## src/rtl/cordic_vector_iter.sv

```systemverilog
// Iterative full-circle CORDIC vectoring: signed (X,Y) -> binary angle, gain-corrected magnitude, whole degrees.
// One shared micro-rotation stage; result RNUM+1 cycles after accept, held in DONE until out_ready.
module cordic_vector_iter #(
  parameter int DSIZE = 16,
  parameter int ASIZE = 16,
  parameter int RNUM  = 12
) (
  input  logic                    clock,
  input  logic                    reset,
  input  logic                    in_valid,
  output logic                    in_ready,
  input  logic signed [DSIZE-1:0] X,
  input  logic signed [DSIZE-1:0] Y,
  output logic                    out_valid,
  input  logic                    out_ready,
  output logic [ASIZE-1:0]        angle,
  output logic [DSIZE:0]          magnitude,
  output logic [8:0]              angle_deg,
  output logic                    busy
);
  localparam int XW = DSIZE + 2;
  localparam int PW = XW + 16;
  localparam int IW = $clog2(RNUM);
  localparam logic signed [PW-1:0] KINV   = PW'(19898);
  localparam logic signed [PW-1:0] MAGMAX = {{(PW-DSIZE-1){1'b0}}, {(DSIZE+1){1'b1}}};
  localparam logic [ASIZE-1:0]     QTR    = {2'b01, {(ASIZE-2){1'b0}}};
  localparam logic [ASIZE-1:0]     THREEQ = {2'b11, {(ASIZE-2){1'b0}}};

  typedef enum logic [1:0] {IDLE, ITER, COMP, DONE} state_t;

  function automatic logic [ASIZE-1:0] atan_lsb(input int i);
    real r;
    r = $atan(1.0 / (2.0 ** i)) * (2.0 ** ASIZE) / (2.0 * 3.14159265358979323846);
    return ASIZE'($rtoi(r + 0.5));
  endfunction

  logic [ASIZE-1:0] atan_tab [RNUM];
  for (genvar g = 0; g < RNUM; g++) begin : g_tab
    localparam logic [ASIZE-1:0] TV = atan_lsb(g);
    assign atan_tab[g] = TV;
  end

  state_t               state_q;
  logic [IW-1:0]        i_q;
  logic signed [XW-1:0] x_q, y_q;
  logic [ASIZE-1:0]     a_q;
  logic                 zero_q;
  logic                 in_ready_q, busy_q, out_valid_q;
  logic [ASIZE-1:0]     angle_q;
  logic [DSIZE:0]       mag_q;
  logic [8:0]           deg_q;

  logic signed [XW-1:0] xs, ys, x0, y0, x_d, y_d;
  logic [ASIZE-1:0]     a0, a_d, a_fin;
  logic signed [PW-1:0] prod, mag_sh;
  logic [DSIZE:0]       mag_d;
  logic [8:0]           deg_d;

  // Quadrant fold: widen before negating so the most negative input stays exact.
  always_comb begin
    xs = {{2{X[DSIZE-1]}}, X};
    ys = {{2{Y[DSIZE-1]}}, Y};
    x0 = xs;
    y0 = ys;
    a0 = '0;
    if (X[DSIZE-1]) begin
      if (!Y[DSIZE-1]) begin
        x0 = ys;
        y0 = -xs;
        a0 = QTR;
      end else begin
        x0 = -ys;
        y0 = xs;
        a0 = THREEQ;
      end
    end
  end

  always_comb begin
    x_d = x_q;
    y_d = y_q;
    a_d = a_q;
    if (!y_q[XW-1]) begin
      x_d = x_q + (y_q >>> i_q);
      y_d = y_q - (x_q >>> i_q);
      a_d = a_q + atan_tab[i_q];
    end else begin
      x_d = x_q - (y_q >>> i_q);
      y_d = y_q + (x_q >>> i_q);
      a_d = a_q - atan_tab[i_q];
    end
  end

  // A zero vector would otherwise accumulate the sum of the whole table; report angle 0 instead.
  always_comb begin
    a_fin  = zero_q ? '0 : a_q;
    prod   = $signed({{16{x_q[XW-1]}}, x_q}) * KINV;
    mag_sh = prod >>> 15;
    mag_d  = mag_sh[DSIZE:0];
    if (mag_sh[PW-1])
      mag_d = '0;
    else if (mag_sh > MAGMAX)
      mag_d = '1;
    deg_d  = 9'(({9'd0, a_fin} * (ASIZE+9)'(360)) >> ASIZE);
  end

  always_ff @(posedge clock) begin
    if (reset) begin
      state_q     <= IDLE;
      i_q         <= '0;
      x_q         <= '0;
      y_q         <= '0;
      a_q         <= '0;
      zero_q      <= 1'b0;
      in_ready_q  <= 1'b1;
      busy_q      <= 1'b0;
      out_valid_q <= 1'b0;
      angle_q     <= '0;
      mag_q       <= '0;
      deg_q       <= '0;
    end else begin
      case (state_q)
        IDLE: if (in_valid) begin
          x_q        <= x0;
          y_q        <= y0;
          a_q        <= a0;
          zero_q     <= (X == '0) && (Y == '0);
          i_q        <= '0;
          in_ready_q <= 1'b0;
          busy_q     <= 1'b1;
          state_q    <= ITER;
        end
        ITER: begin
          x_q <= x_d;
          y_q <= y_d;
          a_q <= a_d;
          if (i_q == IW'(RNUM-1)) begin
            i_q     <= '0;
            state_q <= COMP;
          end else begin
            i_q <= i_q + 1'b1;
          end
        end
        COMP: begin
          angle_q     <= a_fin;
          mag_q       <= mag_d;
          deg_q       <= deg_d;
          out_valid_q <= 1'b1;
          state_q     <= DONE;
        end
        DONE: if (out_ready) begin
          out_valid_q <= 1'b0;
          in_ready_q  <= 1'b1;
          busy_q      <= 1'b0;
          state_q     <= IDLE;
        end
        default: state_q <= IDLE;
      endcase
    end
  end

  assign in_ready  = in_ready_q;
  assign busy      = busy_q;
  assign out_valid = out_valid_q;
  assign angle     = angle_q;
  assign magnitude = mag_q;
  assign angle_deg = deg_q;
endmodule

```

## config.mk

```make
export PLATFORM = sky130hd
export DESIGN_NAME = cordic_vector_iter
export DESIGN_NICKNAME = d
export VERILOG_FILES = /design/src/rtl/cordic_vector_iter.sv
export SDC_FILE = /design/constraint.sdc
export NUM_CORES = 1
export LEC_CHECK = 0
export ABC_AREA = 1
export CORE_MARGIN = 3
export CORE_UTILIZATION = 50
export DETAILED_ROUTE_END_ITERATION = 16
export PLACE_DENSITY = 0.71
export SETUP_SLACK_MARGIN = 0.5
export SLEW_MARGIN = 20
export SYNTH_ARGS = -nofsm -noshare
export SYNTH_HDL_FRONTEND = slang
export SYNTH_SLANG_ARGS = --single-unit
```

## constraint.sdc

```tcl
create_clock -name clock -period 6.55 [get_ports clock]
set_input_delay 1.31 -clock clock [delete_from_list [all_inputs] [get_ports clock]]
set_output_delay 1.31 -clock clock [all_outputs]
set_load 0.005 [all_outputs]
```

==> flow_metrics.env <==
export IMPL_synthArstFlopShare_pct=0
export IMPL_cts_tree="built"
export IMPL_grt_pass1_wl_um=83700
export IMPL_port_buffers=80
export IMPL_num_antenna_cells=0
export IMPL_die_area_um2=37300
export IMPL_post_route_drc_count=0
export IMPL_gp_congestion=0.973
export IMPL_setup_tns_ns=0
export IMPL_maxCapViolations=0
export IMPL_max_clock_path_buffers=2
export IMPL_seq_area_frac_synth_pct=11.9
export IMPL_hold_class="flip-flop to flip-flop"
export IMPL_cts_max_level=3
export IMPL_start_util_pct=51.4
export IMPL_routed_via_density=5.53
export IMPL_drtIter0Drc=1193
export IMPL_track_usage_pct=28.2
export IMPL_ios=81
export IMPL_nets=2994
export IMPL_crit_path_end_kind="flip-flop"
export IMPL_synth_seq_cells=104
export IMPL_yosysTopAreaCellShare_pct=16.7
export IMPL_fin_crit_ns=5.68
export IMPL_core_um2=34000
export IMPL_path_class="flip-flop to flip-flop"
export IMPL_clock_sinks=104
export IMPL_synth_area_top_cells="fa_1 17%, ha_1 15%, dfxtp_1 12%, nand2_1 12%, inv_1 9.9%"
export IMPL_antenna_found_initial=0
export IMPL_fmax_ghz=0.176
export IMPL_rows=67
export IMPL_synthCells=2563
export IMPL_min_path_cells=2
export IMPL_min_period_over_period_pct=86.8
export IMPL_fp_dieW_um=193
export IMPL_final_cells=3053
export IMPL_dp_slack_ns=0.593
export IMPL_hp_start="magnitude[3]$_SDFFE_PP0P_"
export IMPL_wl_per_cell_um=17.0
export IMPL_netlist_area_um2=17500
export IMPL_via_count=16879
export IMPL_drtAntennaViolNets=0
export IMPL_crit_top_cell="fa_1"
export IMPL_hold_viol_final=0
export IMPL_max_slew_margin_rel_pct=29.5
export IMPL_grt_max_degree=52
export IMPL_rsz0062_at_grt="false"
export IMPL_crit_family="adder cells"
export IMPL_slowest_stage="fa_1"
export IMPL_synth_main_ff_cell="dfxtp_1"
export IMPL_synth_top_cell_by_area="fa_1"
export IMPL_syn2layout_area_growth_pct=8.33
export IMPL_grt_pass1_vias=16596
export IMPL_cts_hold_fix_buffers=0
export IMPL_synth_edff_count=0
export IMPL_status="finished, final reports clean"
export IMPL_fin_skew_ns=0.0163
export IMPL_grt_overflow_total=0
export IMPL_insertion_delay_ns=0.39
export IMPL_cp_max_fo=9
export IMPL_final_max_slew_viol_count=0
export IMPL_yosysWarnings=0
export IMPL_die_h_um=193
export IMPL_critPathBufInv=4
export IMPL_drt_total_wl_um=51800
export IMPL_syn_mean_instance_area_um2=6.82
export IMPL_min_to="magnitude[3]$_SDFFE_PP0P_"
export IMPL_critPathArrivalTime_ns=5.91
export IMPL_rr_endpoint="magnitude[15]$_SDFFE_PP0P_"
export IMPL_layout_setup_ws_ns=0.868
export IMPL_synth_most_common_cell="nand2_1"
export IMPL_cts_buffers=9
export IMPL_syn_nets=2957
export IMPL_synth_cell_type_count=57
export IMPL_dpl_cell_count=3036
export IMPL_drive_gt1_share_pct=4.26
export IMPL_dp_hpwl_um=42400
export IMPL_fin_hold_ws_ns=0.465
export IMPL_timing_rr_start="x_q[9]$_SDFFE_PP0P_"
export IMPL_startpoint_type="flip-flop"
export IMPL_synth_common_cells="538 x nand2_1, 462 x inv_1, 224 x a21oi_1"
export IMPL_dr_pass1_iters=6
export IMPL_fillers=3353
export IMPL_cp_cell_sequence="ha_1, inv_1, fa_1, inv_1, fa_1, fa_1, fa_1, inv_1, fa_1, inv_1, ha_1, a21o_1, a21oi_1, o21ai_0, a21oi_1, o21ai_0, nand2_1, nand2_1, nand2_1, nand3_1, nand2_1, a21oi_1"
export IMPL_setup_violations=0
export IMPL_worstPathRequired_ns=6.78
export IMPL_cpPeakStageDelay_ns=0.54
export IMPL_cts_root_buf="clkbuf_16"
export IMPL_path_clk_slew_ns=0.08
export IMPL_reg2reg_depth=22
export IMPL_worst_pin_slew_ns=1.04
export IMPL_worst_r2r_setup_slack_ns=0.87
layout make-up:
cell class	count	area (um^2)	share of cell area, %
Timing Repair Buffer	101	966	5.10
Tap cell	448	561	2.96
Sequential cell	104	2090	11.1
Inverter	475	1790	9.42
Clock inverter	6	52.6	0.277
Clock buffer	10	229	1.21
Multi-Input combinational cell	1909	13300	70.0
what timing repair did:
action	CTS	global route
buffers inserted	0	1
endpoints found under the setup margin	0	17
resized for setup	0	12
stage by stage:
stage / util [%] / instance area [um^2]
floorplan: - / 17500
CTS: 55.5 / 18900
global placement: 54.7 / 18600
finish: 55.7 / 18900
global route: 55.7 / 18900
detailed placement: 54.7 / 18600
worst max-delay path by stage:
stage | start | end | slack [ns] | cells after the start
after floorplan | x_q[9]$_SDFFE_PP0P_ | magnitude[11]$_SDFFE_PP0P_ | 1.31 | 24
after global placement | x_q[7]$_SDFFE_PP0P_ | magnitude[12]$_SDFFE_PP0P_ | 0.75 | 23
after detailed placement | x_q[7]$_SDFFE_PP0P_ | magnitude[9]$_SDFFE_PP0P_ | 0.59 | 23
after CTS | x_q[7]$_SDFFE_PP0P_ | magnitude[9]$_SDFFE_PP0P_ | 0.57 | 23
after global routing | x_q[9]$_SDFFE_PP0P_ | magnitude[16]$_SDFFE_PP0P_ | 0.50 | 23
final | x_q[9]$_SDFFE_PP0P_ | magnitude[15]$_SDFFE_PP0P_ | 0.87 | 22
cell usage in the layout (no fill, tap or decap), drive strengths merged, types with 79 or more instances in the layout:
cell           netlist  final
clkdlybuf4s50        0     79
nand3              195    195
dfxtp              104    104
a21oi              228    228
inv                470    473
nand2              559    559
o21ai              178    178
ha                 212    212
nor2               157    157
fa                 146    146
layer usage:
metal	track usage, %	vias up	share of wire (%)
met2	47.8	522	47
li1	-	8354	-
met3	3.20	90	5.3
met4	10.7	0	3.4
met5	0	-	0
met1	37.1	7913	44
state kept, by name (all words and copies together), names as in the netlist:
signal     cells
a_q           16
angle         16
angle_deg      9
busy           1
i_q            4
in_ready       1
magnitude     17
out_valid      1
state_q        2
x_q           18
y_q           18
zero_q         1
tightest hold or removal path, stage by stage (launching register included):
cell,delay [ns]
dfxtp_1,0.31
nand2_1,0.06
a21oi_1,0.05
cell families (layout without fill, tap and decap cells):
family                   Yosys count  count (layout)  share of synthesized area [%]
XOR/XNOR                          76              76                           3.81
adder cells (fa/ha/maj)          358             358                           31.9
buffers and inverters            550             592                           12.4
AND/OR/NAND/NOR                  968             968                           23.8
AO/OA/AOI/OAI                    507             507                           16.2
flip-flops                       104             104                           11.9
Power is left out: the tool's default activity adds up to more than one toggle a clock period on the data nets, which glitch-free logic cannot reach.
==> edit (same flow settings) <==
Encoding of `state_t`: now one-hot (4 bits for 4 states).
--- a/src/rtl/cordic_vector_iter.sv
+++ b/src/rtl/cordic_vector_iter.sv
@@ -28,3 +28,3 @@
 
-  typedef enum logic [1:0] {IDLE, ITER, COMP, DONE} state_t;
+  typedef enum logic [3:0] {IDLE = 4'b0001, ITER = 4'b0010, COMP = 4'b0100, DONE = 4'b1000} state_t;
 
Function: same outputs for any inputs over 10 cycles, from zero or initial values and one cycle with reset high; not proved beyond that.
==> edit against the unedited design <==
  * Area after synthesis rose by 0.18%
  * Sequential cell count is 2 higher
  * Routed wire length shrank 1.3%
  * First-iteration DRC count grew 11%
  * Die area up 0.17%
  * Setup slack got worse by 0.038 ns
  * Clock skew rose by 0.0068 ns
  * Final area increased by 0.39%
  * Critical path type unchanged
  * Largest cell class unchanged
  * Highest routed layer unchanged
Power is left out: it rests on default switching activity, and per cell area and clock period it moved more than threefold.
==> edit: results (changes against the unedited design) <==
* status: complete, no violations
* Mapped Cells: 2595, +1.2%
* Fin Clk Skew: 0.0231 ns, +0.00681 ns
* routed via count: 17.0k, +0.84%
* asr flop ratio synth: 0, unchanged
* top post-synthesis cells by area: sky130_fd_sc_hd__fa_1, sky130_fd_sc_hd__ha_1, sky130_fd_sc_hd__dfxtp_1
* count of buffers inserted at the top-level ports: 80, unchanged
* post-synth cell types: 55, -3.5%
* Detail Placement HPWL: 41.2 mm, -2.8%
* number of routed nets with antenna violations: 0, unchanged
* root buffer cell: sky130_fd_sc_hd__clkbuf_16
* number of DRC violations after detailed-routing iteration 0: 1327, +11%
* Worst Setup Slack post-DPL: 0.533 ns, -0.0600 ns
* final wirelength: 51.1 mm, -1.3%
* ratio of cells with drive above 1 in the final layout: 0.0357, -0.00690
* filler-free cell count of the finished design: 3080, +0.88%
* standard cell area after detailed placement: 0.0186 mm², +0.13%
* M1 GR Usage: 0.382, +0.0115
* prevailing post-synth register cell: sky130_fd_sc_hd__dfxtp_1
* number of placed instances, taps included: 3063, +0.89%
* Clock Pin Slew Worst Setup and Hold Paths: 0.10 ns, +0.02 ns
* Slowest Stage Delay on Critical Path: 0.63 ns, +0.09 ns
* number of buffers created by CTS: 9, unchanged
* synth cell count leaders: sky130_fd_sc_hd__nand2_1, sky130_fd_sc_hd__inv_1, sky130_fd_sc_hd__a21oi_1
* Final Wtd Congestion: 0.946, -2.7%
* routed length on met2: 23.5 mm, -3.6%
* met2 usage: 0.459, -0.0191
* GRT Total Usage: 0.279, -0.00221
* number of nets in the final layout: 3017, +0.77%
* master of the slowest instance on the critical path: sky130_fd_sc_hd__dfxtp_1
* number of antenna violations at the first check in global routing: 0, unchanged
* number of gates resized after CTS: 1, +1
* max-slew headroom at the worst pin: 0.245, -0.0500
* most congested layer reported by global routing: met2
* antenna cell count: 0, unchanged
* part of the Yosys area used for sequential elements: 0.121, +0.00207
* yosys synthesis warning count: 0, unchanged
* DR WL met3: 2.46 mm, -9.7%
* topmost layer with routed signal wires: met4
* count of fill cells added during filler insertion: 3389, +1.1%
* biggest fanout along the worst timing path: 17, +8
* number of global-route vias before repair: 16.4k, -1.3%
* GRT met3 Usage: 0.0297, -0.00235
* Top delay family on crit path: adder cells
* met1 WL: 23.4 mm, +2.0%
* global-route wire length before repair: 83.3 mm, -0.54%
* Setup Fix Bufs, Post-CTS: 0, unchanged
* largest net degree at the start of global routing: 65, +25%
## edit: cell type report
| class | instances | area, µm² | area share |
|---|---|---|---|
| clock buffers | 9 | 225 | 0.0118 |
| clock inverters | 7 | 91.3 | 0.00480 |
| inverters | 477 | 1790 | 0.0943 |
| multi-input cells | 1929 | 13200 | 0.695 |
| flip-flops and latches | 106 | 2140 | 0.112 |
| well taps | 448 | 561 | 0.0295 |
| repair buffers | 104 | 988 | 0.0520 |
## edit: kinds of logic after synthesis
group                      Yosys count  share of synthesized area
AOI/OAI and AO/OA                  498                      0.160
xor gates and xnor gates            81                     0.0405
adders and majority gates          354                      0.315
buffers and inverters              560                      0.126
DFF                                106                      0.121
and+or+nand+nor                    996                      0.237
## edit: final timing paths
path                                      to    startpoint  cells after the start  slack [ns]
worst max-delay path            magnitude[3]       x_q[15]                     20        0.83
worst min-delay path            magnitude[2]  magnitude[2]                      2        0.47
worst max register to register  magnitude[3]       x_q[15]                     20        0.83
worst min register to register  magnitude[2]  magnitude[2]                      2        0.47
